--- src/rtl/cordic_iter_ctrl.sv ---
// -----------------------------------------------------------------------------
// cordic_iter_ctrl
//   Drives one external CORDIC slice iteratively: one micro-rotation per clock,
//   with the slice's registered outputs fed back as its next inputs. Operands
//   enter over a valid/ready handshake; the final slice output is captured into
//   a valid/ready result register.
//
// Ports
//   clk_i, rst_i            clock, synchronous active-high reset
//   s_valid_i / s_ready_o   operand handshake (ready only while idle)
//   x_i, y_i, z_i           signed operands
//   m_valid_o / m_ready_i   result handshake
//   x_o, y_o, z_o           signed result registers
//   busy_o                  operation in progress (state != IDLE)
//   slc_x/y/z_o             slice X/Y/Z inputs
//   slc_shift_o             slice shift value (iteration index)
//   slc_angle_o             slice elementary rotation angle
//   slc_x/y/z_i             slice registered X/Y/Z outputs
// -----------------------------------------------------------------------------
module cordic_iter_ctrl #(
   parameter int N_INT          = 0,
   parameter int N_FRAC         = -7,
   parameter int ITERATIONS     = 8,
   parameter int SHIFT_BITWIDTH = 8,
   localparam int BITWIDTH      = N_INT - N_FRAC + 1
) (
   input  logic                       clk_i,
   input  logic                       rst_i,
   input  logic                       s_valid_i,
   output logic                       s_ready_o,
   input  logic signed [BITWIDTH-1:0] x_i,
   input  logic signed [BITWIDTH-1:0] y_i,
   input  logic signed [BITWIDTH-1:0] z_i,
   output logic                       m_valid_o,
   input  logic                       m_ready_i,
   output logic signed [BITWIDTH-1:0] x_o,
   output logic signed [BITWIDTH-1:0] y_o,
   output logic signed [BITWIDTH-1:0] z_o,
   output logic                       busy_o,
   output logic signed [BITWIDTH-1:0] slc_x_o,
   output logic signed [BITWIDTH-1:0] slc_y_o,
   output logic signed [BITWIDTH-1:0] slc_z_o,
   output logic [SHIFT_BITWIDTH-1:0]  slc_shift_o,
   output logic [BITWIDTH-1:0]        slc_angle_o,
   input  logic signed [BITWIDTH-1:0] slc_x_i,
   input  logic signed [BITWIDTH-1:0] slc_y_i,
   input  logic signed [BITWIDTH-1:0] slc_z_i
);

   localparam int CNT_W = (SHIFT_BITWIDTH > 5) ? SHIFT_BITWIDTH : 5;
   localparam int ANG_S = 15 + N_FRAC;

   typedef enum logic [1:0] {ST_IDLE, ST_RUN, ST_CAPT, ST_OUT} state_t;

   // atan(2^-k) in 2^-15 units, rescaled to the slice's fixed-point format
   // with round-half-up when dropping bits.
   function automatic logic [BITWIDTH-1:0] angle_entry(input int k);
      int t;
      int r;
      case (k)
         0:  t = 25736;
         1:  t = 15193;
         2:  t = 8027;
         3:  t = 4075;
         4:  t = 2045;
         5:  t = 1024;
         6:  t = 512;
         7:  t = 256;
         8:  t = 128;
         9:  t = 64;
         10: t = 32;
         11: t = 16;
         12: t = 8;
         13: t = 4;
         14: t = 2;
         default: t = 1;
      endcase
      if (ANG_S <= 0) r = t <<< (-ANG_S);
      else            r = (t + (1 <<< (ANG_S - 1))) >>> ANG_S;
      return r[BITWIDTH-1:0];
   endfunction

   logic [BITWIDTH-1:0] ang_tbl [16];

   for (genvar g = 0; g < 16; g++) begin : g_ang
      assign ang_tbl[g] = angle_entry(g);
   end

   state_t                     state_q;
   logic [CNT_W-1:0]           cnt_q;
   logic signed [BITWIDTH-1:0] x_q, y_q, z_q;
   logic                       m_valid_q;
   logic [3:0]                 ang_idx;

   assign s_ready_o = (state_q == ST_IDLE);
   assign busy_o    = (state_q != ST_IDLE);
   assign m_valid_o = m_valid_q;
   assign x_o       = x_q;
   assign y_o       = y_q;
   assign z_o       = z_q;

   // Iteration 0 is issued straight from the operand inputs while idle, so
   // the counter only has to cover iterations 1..ITERATIONS-1.
   assign ang_idx = (state_q == ST_IDLE) ? 4'd0 : cnt_q[3:0];

   always_comb begin
      slc_x_o     = slc_x_i;
      slc_y_o     = slc_y_i;
      slc_z_o     = slc_z_i;
      slc_shift_o = SHIFT_BITWIDTH'(cnt_q);
      if (state_q == ST_IDLE) begin
         slc_x_o     = x_i;
         slc_y_o     = y_i;
         slc_z_o     = z_i;
         slc_shift_o = '0;
      end
      slc_angle_o = ang_tbl[ang_idx];
   end

   always_ff @(posedge clk_i) begin
      if (rst_i) begin
         state_q   <= ST_IDLE;
         cnt_q     <= '0;
         x_q       <= '0;
         y_q       <= '0;
         z_q       <= '0;
         m_valid_q <= 1'b0;
      end else begin
         case (state_q)
            ST_IDLE: begin
               if (s_valid_i) begin
                  cnt_q   <= CNT_W'(1);
                  state_q <= (ITERATIONS == 1) ? ST_CAPT : ST_RUN;
               end
            end
            ST_RUN: begin
               cnt_q <= cnt_q + CNT_W'(1);
               if (cnt_q == CNT_W'(ITERATIONS - 1)) state_q <= ST_CAPT;
            end
            ST_CAPT: begin
               // Slice now holds the result of the last iteration; the update
               // it performs on this same edge is discarded.
               x_q       <= slc_x_i;
               y_q       <= slc_y_i;
               z_q       <= slc_z_i;
               m_valid_q <= 1'b1;
               state_q   <= ST_OUT;
            end
            ST_OUT: begin
               if (m_ready_i) begin
                  m_valid_q <= 1'b0;
                  state_q   <= ST_IDLE;
               end
            end
            default: state_q <= ST_IDLE;
         endcase
      end
   end

endmodule

--- config.mk ---
export PLATFORM = sky130hd
export DESIGN_NAME = cordic_iter_ctrl
export DESIGN_NICKNAME = d
export VERILOG_FILES = /design/src/rtl/cordic_iter_ctrl.sv
export SDC_FILE = /design/constraint.sdc
export NUM_CORES = 1
export LEC_CHECK = 0
export BUFFER_PORTS_ARGS = -buffer_cell sky130_fd_sc_hd__buf_2
export CAP_MARGIN = 20
export CORE_UTILIZATION = 43
export DETAILED_ROUTE_END_ITERATION = 7
export MAX_ROUTING_LAYER = met4
export PLACE_DENSITY = 0.91
export SETUP_SLACK_MARGIN = 0.3
export SYNTH_ARGS = -nofsm -noshare
export SYNTH_HDL_FRONTEND = slang
export SYNTH_SLANG_ARGS = --single-unit
--- constraint.sdc ---
create_clock -name clk_i -period 3.23 [get_ports clk_i]
set_clock_uncertainty 0.1 [all_clocks]
set_input_delay 0.969 -clock clk_i [delete_from_list [all_inputs] [get_ports clk_i]]
set_output_delay 0.969 -clock clk_i [all_outputs]
set_load 0.005 [all_outputs]
==> results of run 1 <==
## registers in the layout, indices dropped and copies added (netlist names)
signal,flops
y_o,8
m_valid_o,1
z_o,8
cnt_q,8
x_o,8
state_q,2
## Yosys cell counts (4+ instances only)
cell	number
nor2_1	36
dfxtp_1	35
mux2_2	24
mux2i_1	24
ha_1	11
clkbuf_1	10
nor2b_1	8
a21oi_1	7
inv_1	7
nand2_1	6
nand4_1	4
xor2_1	4
## cells by family (layout without fill, tap and decap cells)
group / count (synthesis) / after routing / synth area share [%]
other cells: 1 / 1 / 0.191
simple gates: 67 / 67 / 16.3
xor+xnor: 4 / 4 / 1.79
compound gates: 21 / 21 / 7.28
buf+inv: 22 / 139 / 4.91
flops: 35 / 35 / 35.7
mux: 49 / 49 / 26.8
fa+ha+maj: 11 / 11 / 7.02
## metal layers
metal	global-route usage, %	up-vias	wire [um]
li1	-	957	-
met1	21.4	879	1890
met2	38.3	85	2580
met3	5.09	10	291
met4	7.94	0	87
met5	-	-	0
## cell type report
type,count,area share (%)
tap,52,2.40
multi-input combinational,153,44.0
inverter,7,1.06
sequential,35,25.9
clock inverter,1,0.184
timing repair buffer,124,23.6
clock buffer,7,2.81
## worst reg2reg max path: stages (launching register included)
cell     delay (ns)
dfxtp_2        0.33
inv_2          0.08
ha_4           0.17
buf_6          0.29
mux2_4         0.26
nand3_2        0.08
or4_1          0.51
a21oi_1        0.14
## power by group through the flow
stage                     Combinational, mW  Sequential [mW]  Clock [mW]
after global placement                 1.05            0.575           0
after global routing                   1.30            0.590       0.328
after floorplan                       0.734            0.579           0
after CTS                              1.11            0.577       0.309
after detailed placement               1.08            0.582           0
final                                  1.18            0.580       0.298
## worst max-delay path by stage
stage                                  from        endpoint  depth (start not counted)  slack [ns]
finish              state_q[0]$_SDFFE_PP0P_  slc_angle_o[0]                         10        0.40
global route        state_q[0]$_SDFFE_PP0P_  slc_angle_o[0]                         10        0.28
CTS                 state_q[0]$_SDFFE_PP0P_  slc_angle_o[0]                         10        0.31
detailed placement  state_q[0]$_SDFFE_PP0P_  slc_angle_o[0]                         10        0.35
global placement    state_q[0]$_SDFFE_PP0P_  slc_angle_o[0]                         10        0.50
floorplan           state_q[0]$_SDFFE_PP0P_  slc_angle_o[0]                         10        0.51
## timing repair
item | 4_1_cts | 5_1_grt
buffers inserted | 3 | 2
setup endpoints to repair | 7 | 32
resized for setup | 7 | 10
==> impl_metrics.csv, run 1 <==
group,metric,value,unit
floorplan,start_util,45.0,%
power,pwr_density_cell,759,nW/um^2
global_routing,gr-usage-all-layers,20.9,%
global_routing,grt_pass1_wl,7840,um
power,max-vdd-ir-drop,362,uV
detailed_routing,vias,1931,
min_path,min-delay-start,"z_o[3]$_SDFFE_PP0P_",
final_layout,drive_above_1_share,52.0,%
final_layout,antenna_cells,0,
power,p_sw,0.775,mW
logic_synthesis,ys_ff_latch,35,
detailed_routing,firstDrtPassIters,4,
power,total_power,2.06,mW
critical_path,crit_path_max_incr_delay,0.35,ns
sta,worstMarginPinSlew,0.536,ns
clock_tree,clock_sinks,35,
clock_tree,cts_tree,"done",
critical_path,rrSetupSlack,1.20,ns
detailed_routing,vias_per_cell,5.09,
placed_design,pre_cts_slack,0.346,ns
floorplan,io_pins,119,
critical_path,cp.arrival,1.76,ns
critical_path,cp_cell_sequence,"inv_2, ha_4, inv_4, nand2_4, inv_2, ha_2, nor2_1, a31oi_1, o221ai_1, buf_2",
placed_design,gp_congestion,0.824,
sta,period_needed,2.83,ns
logic_synthesis,postSynth.asyncResetShare,0,%
critical_path,end_kind,"output port",
logic_synthesis,syn-cell-area,1960,um^2
final_layout,final_net_count,389,
clock_tree,path_clk_slew,0.07,ns
placed_design,port_buffers,117,
sta,setup_viol,0,
logic_synthesis,synth_top_area_share,35.7,%
logic_synthesis,syn_area_per_cell,9.34,um^2
sta,setup_ws,0.398,ns
critical_path,crit_fanout,4,
placed_design,dpl.hpwl,3560,um
final_layout,regArea,703,um^2
logic_synthesis,synth.distinct_cells,38,
placed_design,place_area,2560,um^2
global_routing,overflow,0,
final_layout,layout_common_cells,"buf_2 (117), nor2_1 (36), dfxtp_1 (33), mux2_2 (24), mux2i_1 (24)",
min_path,hold_end,"z_o[3]$_SDFFE_PP0P_",
power,seqPwrFrac,28.1,%
detailed_routing,wirelength,4850,um
critical_path,worst_path_most_repeated_cell,"inv_2",
clock_tree,numCtsBuffers,5,
critical_path,crit_type,"flop to output port",
min_path,min_path_cells,2,
final_layout,areaGrowthSynthToFinish,38.5,%
detailed_routing,drt_iter0_markers,97,
detailed_routing,ant_nets,0,
clock_tree,hold_buffers,0,
floorplan,num_rows,24,
power,sw_frac_of_total,37.6,%
global_routing,antenna_found_initial,0,
final_layout,fin_cells,379,
critical_path,reg2reg_depth,7,
sta,max_slew_margin,64.3,%
power,total_leakage_power,1.32,nW
sta,period_share,87.7,%
floorplan,die-area,4830,um^2
floorplan,core_area,4350,um^2
detailed_routing,remaining_drc_errors,0,
clock_tree,ctsLongestPathBuffers,2,
critical_path,cp_data_required_time,2.16,ns
global_routing,grt_pass1_vias,1774,
critical_path,path_buf_inv,4,
power,combPwrFrac,57.4,%
logic_synthesis,ys_seq_area_share,35.7,%
logic_synthesis,ys_top_cells_by_area,"dfxtp_1 (36%), mux2_2 (14%), mux2i_1 (12%)",
logic_synthesis,yosys_most_used_dff,"dfxtp_1",
flow_run,drv_cap,0,
sta,rsz0062_at_grt,"no",
clock_tree,htreeDepth,2,
final_layout,final_util,62.4,%
sta,drv_slew,0,
sta,finalSetupTns,0,ns
status,outcome,"finished clean",
global_routing,grt_max_degree,36,
critical_path,rr_startpoint,"state_q[0]$_SDFFE_PP0P_",
logic_synthesis,synth_edf_count,0,
final_layout,layout.cells.most_common,"buf_2",
sta,hold-worst-slack,0.397,ns
sta,fmax,353,MHz
floorplan,die_h,69.5,um
sta,finalHoldViolations,0,
final_layout,fillerInstances,372,
critical_path,cp_top_family,"buffers and inverters",
floorplan,die_w,69.5,um
logic_synthesis,yosysTopAreaCell,"dfxtp_1",
critical_path,cp-start-kind,"flop",
critical_path,crit_path_top_delay_cell,"dfxtp_2",
detailed_routing,wl_per_cell,12.8,um
clock_tree,root_buffer,"clkbuf_8",
final_layout,final_area,2720,um^2
placed_design,dpl.cell_count,366,
logic_synthesis,yosys_warnings,0,
critical_path,rr_endpoint,"cnt_q[7]$_SDFFE_PP0P_",
clock_tree,clk-insertion-delay-late,0.28,ns
power,p_clk_share,14.4,%
final_layout,multi_input_area,1200,um^2
min_path,hold_class,"flop to flop",
power,cell_internal_pwr,1.29,mW
logic_synthesis,synth_nets,273,
logic_synthesis,synthCells,210,
Note: power is estimated with default switching activity, not from simulation.
==> run 2: changes to the inputs <==
Settings changed: CORE_MARGIN set to 4.
==> impl_metrics.csv, run 2 (same netlist as run 1, synthesis figures left out) <==
group,metric,value,unit
status,outcome,"finished clean",
sta,period_share,88.5,%
detailed_routing,wl_per_cell,14.2,um
final_layout,regArea,703,um^2
clock_tree,root_buffer,"clkbuf_8",
critical_path,crit_path_end,"slc_angle_o[0]",
global_routing,gr-usage-all-layers,19.4,%
min_path,min_path_cells,2,
clock_tree,ctsLongestPathBuffers,2,
critical_path,end_kind,"output port",
critical_path,cp_cell_sequence,"inv_2, ha_4, inv_4, nand2_4, inv_2, ha_2, nor2_1, a31oi_1, o221ai_1, buf_2",
final_layout,fillerInstances,364,
sta,rsz0062_at_grt,"yes",
critical_path,path_buf_inv,4,
floorplan,die_w,75.5,um
detailed_routing,remaining_drc_errors,0,
floorplan,core_area,4380,um^2
final_layout,multi_input_area,1200,um^2
final_layout,layout.cells.most_common,"buf_2",
final_layout,areaGrowthSynthToFinish,39.1,%
global_routing,overflow,0,
detailed_routing,vias_per_cell,5.08,
final_layout,antenna_cells,0,
critical_path,rrSetupSlack,1.08,ns
detailed_routing,drt_iter0_markers,113,
sta,setup_viol,0,
critical_path,rr_startpoint,"state_q[0]$_SDFFE_PP0P_",
sta,fmax,350,MHz
floorplan,io_pins,119,
floorplan,start_util,44.7,%
final_layout,drive_above_1_share,52.6,%
critical_path,cp.depth,10,
clock_tree,clk-insertion-delay-late,0.28,ns
power,total_leakage_power,1.33,nW
placed_design,dpl.hpwl,4080,um
placed_design,port_buffers,117,
critical_path,crit_fanout,4,
floorplan,die_h,75.5,um
detailed_routing,vias,1927,
critical_path,rr_endpoint,"cnt_q[7]$_SDFFE_PP0P_",
clock_tree,numCtsBuffers,5,
critical_path,crit_path_top_delay_cell,"dfxtp_2",
final_layout,layout_common_cells,"buf_2 (117), nor2_1 (36), dfxtp_1 (33), mux2_2 (24), mux2i_1 (24)",
clock_tree,cts_tree,"done",
global_routing,grt_max_degree,35,
sta,drv_slew,0,
critical_path,crit_type,"flop to output port",
clock_tree,path_clk_slew,0.07,ns
global_routing,antenna_found_initial,0,
detailed_routing,wirelength,5400,um
critical_path,crit_start,"state_q[0]$_SDFFE_PP0P_",
sta,worstMarginPinSlew,0.550,ns
critical_path,cp_data_required_time,2.16,ns
sta,max_slew_margin,63.3,%
critical_path,cp_top_family,"buffers and inverters",
clock_tree,htreeDepth,2,
critical_path,worst_path_most_repeated_cell,"inv_2",
detailed_routing,ant_nets,0,
global_routing,grt_pass1_vias,1981,
global_routing,grt_pass1_wl,8250,um
sta,period_needed,2.86,ns
critical_path,crit_path_max_incr_delay,0.36,ns
sta,finalHoldViolations,0,
sta,finalSetupTns,0,ns
final_layout,final_net_count,390,
floorplan,die-area,5700,um^2
power,max-vdd-ir-drop,365,uV
flow_run,drv_cap,0,
power,pwr_density_cell,770,nW/um^2
placed_design,gp_congestion,0.825,
min_path,hold_class,"flop to flop",
power,total_power,2.10,mW
critical_path,reg2reg_depth,7,
floorplan,num_rows,24,
detailed_routing,firstDrtPassIters,4,
clock_tree,clock_sinks,35,
critical_path,cp.arrival,1.79,ns
critical_path,cp-start-kind,"flop",
## run 2: cell types whose count changed in the layout (fill, tap and decap cells not counted)
cell,change
clkbuf_1,-2
buf_6,-1
buf_4,+2
clkbuf_8,+1
## run 2: cell type report
type	count	share of cell area (%)
Tap cell	52	2.39
Clock buffer	6	3.03
Sequential cell	35	25.8
Clock inverter	1	0.184
Inverter	7	1.06
Multi-Input combinational cell	153	43.9
Timing Repair Buffer	125	23.7
## run 2: repair_timing
action	4_1_cts	5_1_grt
gates cloned	0	0
gates resized for setup	8	8
hold buffers	0	0
buffers inserted	4	2
endpoints found under the setup margin	11	28
## run 2: worst min-delay path by stage
| stage | start | end | slack (ns) |
|---|---|---|---|
| floorplan | cnt_q[7]$_SDFFE_PP0P_ | cnt_q[7]$_SDFFE_PP0P_ | 0.36 |
| global placement | x_o[7]$_SDFFE_PP0P_ | x_o[7]$_SDFFE_PP0P_ | 0.37 |
| detailed placement | y_o[1]$_SDFFE_PP0P_ | y_o[1]$_SDFFE_PP0P_ | 0.38 |
| CTS | y_o[1]$_SDFFE_PP0P_ | y_o[1]$_SDFFE_PP0P_ | 0.40 |
| global route | y_o[6]$_SDFFE_PP0P_ | y_o[6]$_SDFFE_PP0P_ | 0.42 |
| finish | y_o[1]$_SDFFE_PP0P_ | y_o[1]$_SDFFE_PP0P_ | 0.39 |
## run 2: report_power, final
group | total, mW | internal, mW | switching [mW] | leakage (nW)
Combinational | 1.21 | 0.621 | 0.585 | 0.994
Clock | 0.314 | 0.167 | 0.147 | 0.0470
Sequential | 0.581 | 0.519 | 0.0622 | 0.284
## run 2: through the flow
| stage | setup slack, ns | util (%) | instance area, um^2 | std cells | hold slack, ns |
|---|---|---|---|---|---|
| floorplan | 0.507 | - | 1960 | 210 | 0.359 |
| global route | 0.291 | 62.2 | 2730 | 379 | 0.425 |
| finish | 0.372 | 62.2 | 2730 | 379 | 0.389 |
| global placement | 0.478 | 58.3 | 2560 | 366 | 0.367 |
| detailed placement | 0.305 | 58.3 | 2560 | 366 | 0.382 |
| CTS | 0.299 | 61.2 | 2680 | 377 | 0.398 |
## run 2: worst reg2reg max path, stage by stage, from the launching register on
cell and delay [ns]:
dfxtp_2 0.34, inv_2 0.08, ha_4 0.16, buf_4 0.39, mux2_4 0.29, nand3_2 0.08
or4_1 0.51, a21oi_1 0.14
## run 2: per-layer routing
metal | GRT usage, % | part of all wire (%) | up-vias
li1 | - | - | 957
met1 | 19.6 | 39 | 891
met2 | 36.6 | 54 | 74
met3 | 4.88 | 6.5 | 5
met4 | 5.63 | 0.98 | 0
met5 | - | 0 | -
==> run 3: changes to the inputs <==
Settings changed: CAP_MARGIN 20 to unset, CORE_ASPECT_RATIO set to 1.2.
==> impl_metrics.csv, run 3 (same netlist as run 1, synthesis figures left out) <==
group,metric,value,unit
critical_path,end_kind,"output port",
global_routing,grt_pass1_vias,1976,
critical_path,cp_data_required_time,2.16,ns
sta,drv_slew,0,
clock_tree,root_buffer,"clkbuf_8",
detailed_routing,wl_met2,3010,um
min_path,hold_end,"x_o[1]$_SDFFE_PP0P_",
sta,period_needed,2.83,ns
placed_design,dpl.cell_count,371,
detailed_routing,dr.max_layer_used,"met4",
critical_path,rr_startpoint,"state_q[0]$_SDFFE_PP0P_",
detailed_routing,vias,1936,
detailed_routing,drt_iter0_markers,124,
final_layout,multi_input_area,1210,um^2
detailed_routing,ant_nets,0,
detailed_routing,wirelength,5390,um
critical_path,rrSetupSlack,1.28,ns
clock_tree,clock_sinks,35,
critical_path,crit_fanout,4,
sta,fmax,354,MHz
power,total_leakage_power,1.33,nW
clock_tree,clk-insertion-delay-late,0.28,ns
clock_tree,ctsLongestPathBuffers,2,
final_layout,fillerInstances,363,
floorplan,core_area,4330,um^2
critical_path,cp.arrival,1.76,ns
sta,finalSetupTns,0,ns
floorplan,io_pins,119,
min_path,min_path_cells,2,
detailed_routing,remaining_drc_errors,0,
floorplan,die_h,82.0,um
final_layout,fin_cells,384,
final_layout,regArea,706,um^2
power,pwr_density_cell,770,nW/um^2
final_layout,drive_above_1_share,52.7,%
critical_path,cp-start-kind,"flop",
clock_tree,path_clk_slew,0.07,ns
sta,max_slew_margin,62.6,%
clock_tree,htreeDepth,2,
floorplan,die-area,5710,um^2
floorplan,num_rows,26,
detailed_routing,wl_per_cell,14.0,um
final_layout,layout_common_cells,"buf_2 (117), nor2_1 (36), dfxtp_1 (33), mux2_2 (24), mux2i_1 (24)",
global_routing,gr-usage-all-layers,19.4,%
clock_tree,hold_buffers,0,
clock_tree,cts_tree,"done",
min_path,hold_class,"flop to flop",
final_layout,areaGrowthSynthToFinish,40.3,%
critical_path,reg2reg_depth,7,
sta,finalHoldViolations,0,
global_routing,grt_pass1_wl,8740,um
power,max-vdd-ir-drop,522,uV
clock_tree,numCtsBuffers,5,
critical_path,crit_type,"flop to output port",
flow_run,drv_cap,0,
placed_design,port_buffers,117,
global_routing,grt_max_degree,32,
placed_design,gp_congestion,0.846,
sta,worstMarginPinSlew,0.561,ns
sta,rsz0062_at_grt,"no",
critical_path,rr_endpoint,"cnt_q[7]$_SDFFE_PP0P_",
detailed_routing,firstDrtPassIters,4,
final_layout,antenna_cells,0,
final_layout,final_net_count,391,
floorplan,start_util,45.3,%
detailed_routing,wl_met3,383,um
status,outcome,"finished clean",
floorplan,die_w,69.6,um
final_layout,layout.cells.most_common,"buf_2",
global_routing,antenna_found_initial,0,
placed_design,dpl.hpwl,4110,um
global_routing,overflow,0,
min_path,min-delay-start,"x_o[1]$_SDFFE_PP0P_",
sta,period_share,87.5,%
sta,setup_viol,0,
detailed_routing,vias_per_cell,5.04,
detailed_routing,wl_met1,1940,um
[run 3: cell types whose count changed in the layout (fill, tap and decap cells not counted), sizes merged]
| cell | previous run | this run |
|---|---|---|
| buf | 125 | 126 |
[run 3: area by class of cell]
| class | instances | area share, % |
|---|---|---|
| Clock buffer | 6 | 3.00 |
| Clock inverter | 1 | 0.182 |
| Inverter | 7 | 1.05 |
| Multi-Input combinational cell | 153 | 43.8 |
| Sequential cell | 35 | 25.6 |
| Tap cell | 56 | 2.55 |
| Timing Repair Buffer | 126 | 23.7 |
[run 3: worst max-delay path by stage]
stage / start / slack (ns) / to
2_1_floorplan: state_q[0]$_SDFFE_PP0P_ / 0.51 / slc_angle_o[0]
3_3_place_gp: state_q[0]$_SDFFE_PP0P_ / 0.49 / slc_angle_o[0]
3_5_place_dp: state_q[0]$_SDFFE_PP0P_ / 0.36 / slc_angle_o[0]
4_1_cts: state_q[0]$_SDFFE_PP0P_ / 0.32 / slc_angle_o[0]
5_1_grt: state_q[0]$_SDFFE_PP0P_ / 0.29 / slc_angle_o[0]
6_report: state_q[0]$_SDFFE_PP0P_ / 0.40 / slc_angle_o[0]
[run 3: per-layer routing]
layer	up-vias	track usage, %
met5	-	-
met4	0	7.85
met3	4	4.28
met2	82	37.5
met1	895	18.8
li1	955	-
[run 3: what timing repair did]
item | in CTS | in global routing
cloned | 0 | 0
pin swaps | 0 | 1
setup endpoints to repair | 5 | 7
resized for setup | 8 | 10
buffers inserted | 3 | 3
endpoints found under the hold margin | 0 | 0
[run 3: critical path, cell delays in order (launching register included)]
cell and delay, ns:
dfxtp_4 0.36, inv_2 0.08, ha_4 0.16, inv_4 0.05
nand2_4 0.09, inv_2 0.06, buf_4 0.14, ha_1 0.20
nand3b_1 0.09, o221ai_1 0.11, buf_2 0.16
[run 3: power breakdown]
group	internal, mW	switching [mW]	leakage (nW)	total (mW)
sequential	0.521	0.0607	0.285	0.582
clock	0.167	0.149	0.0470	0.317
combinational	0.635	0.586	0.999	1.22
total	1.32	0.796	1.33	2.12
[run 3: through the flow]
| step | area, um^2 | setup slack (ns) | total power [mW] | hold slack (ns) | util, % |
|---|---|---|---|---|---|
| CTS | 2690 | 0.325 | 2.05 | 0.398 | 62.1 |
| global route | 2750 | 0.288 | 2.28 | 0.430 | 63.6 |
| floorplan | 1960 | 0.507 | 1.31 | 0.359 | - |
| detailed placement | 2570 | 0.364 | 1.69 | 0.382 | 59.4 |
| finish | 2750 | 0.404 | 2.12 | 0.392 | 63.6 |
| global placement | 2570 | 0.493 | 1.66 | 0.367 | 59.4 |
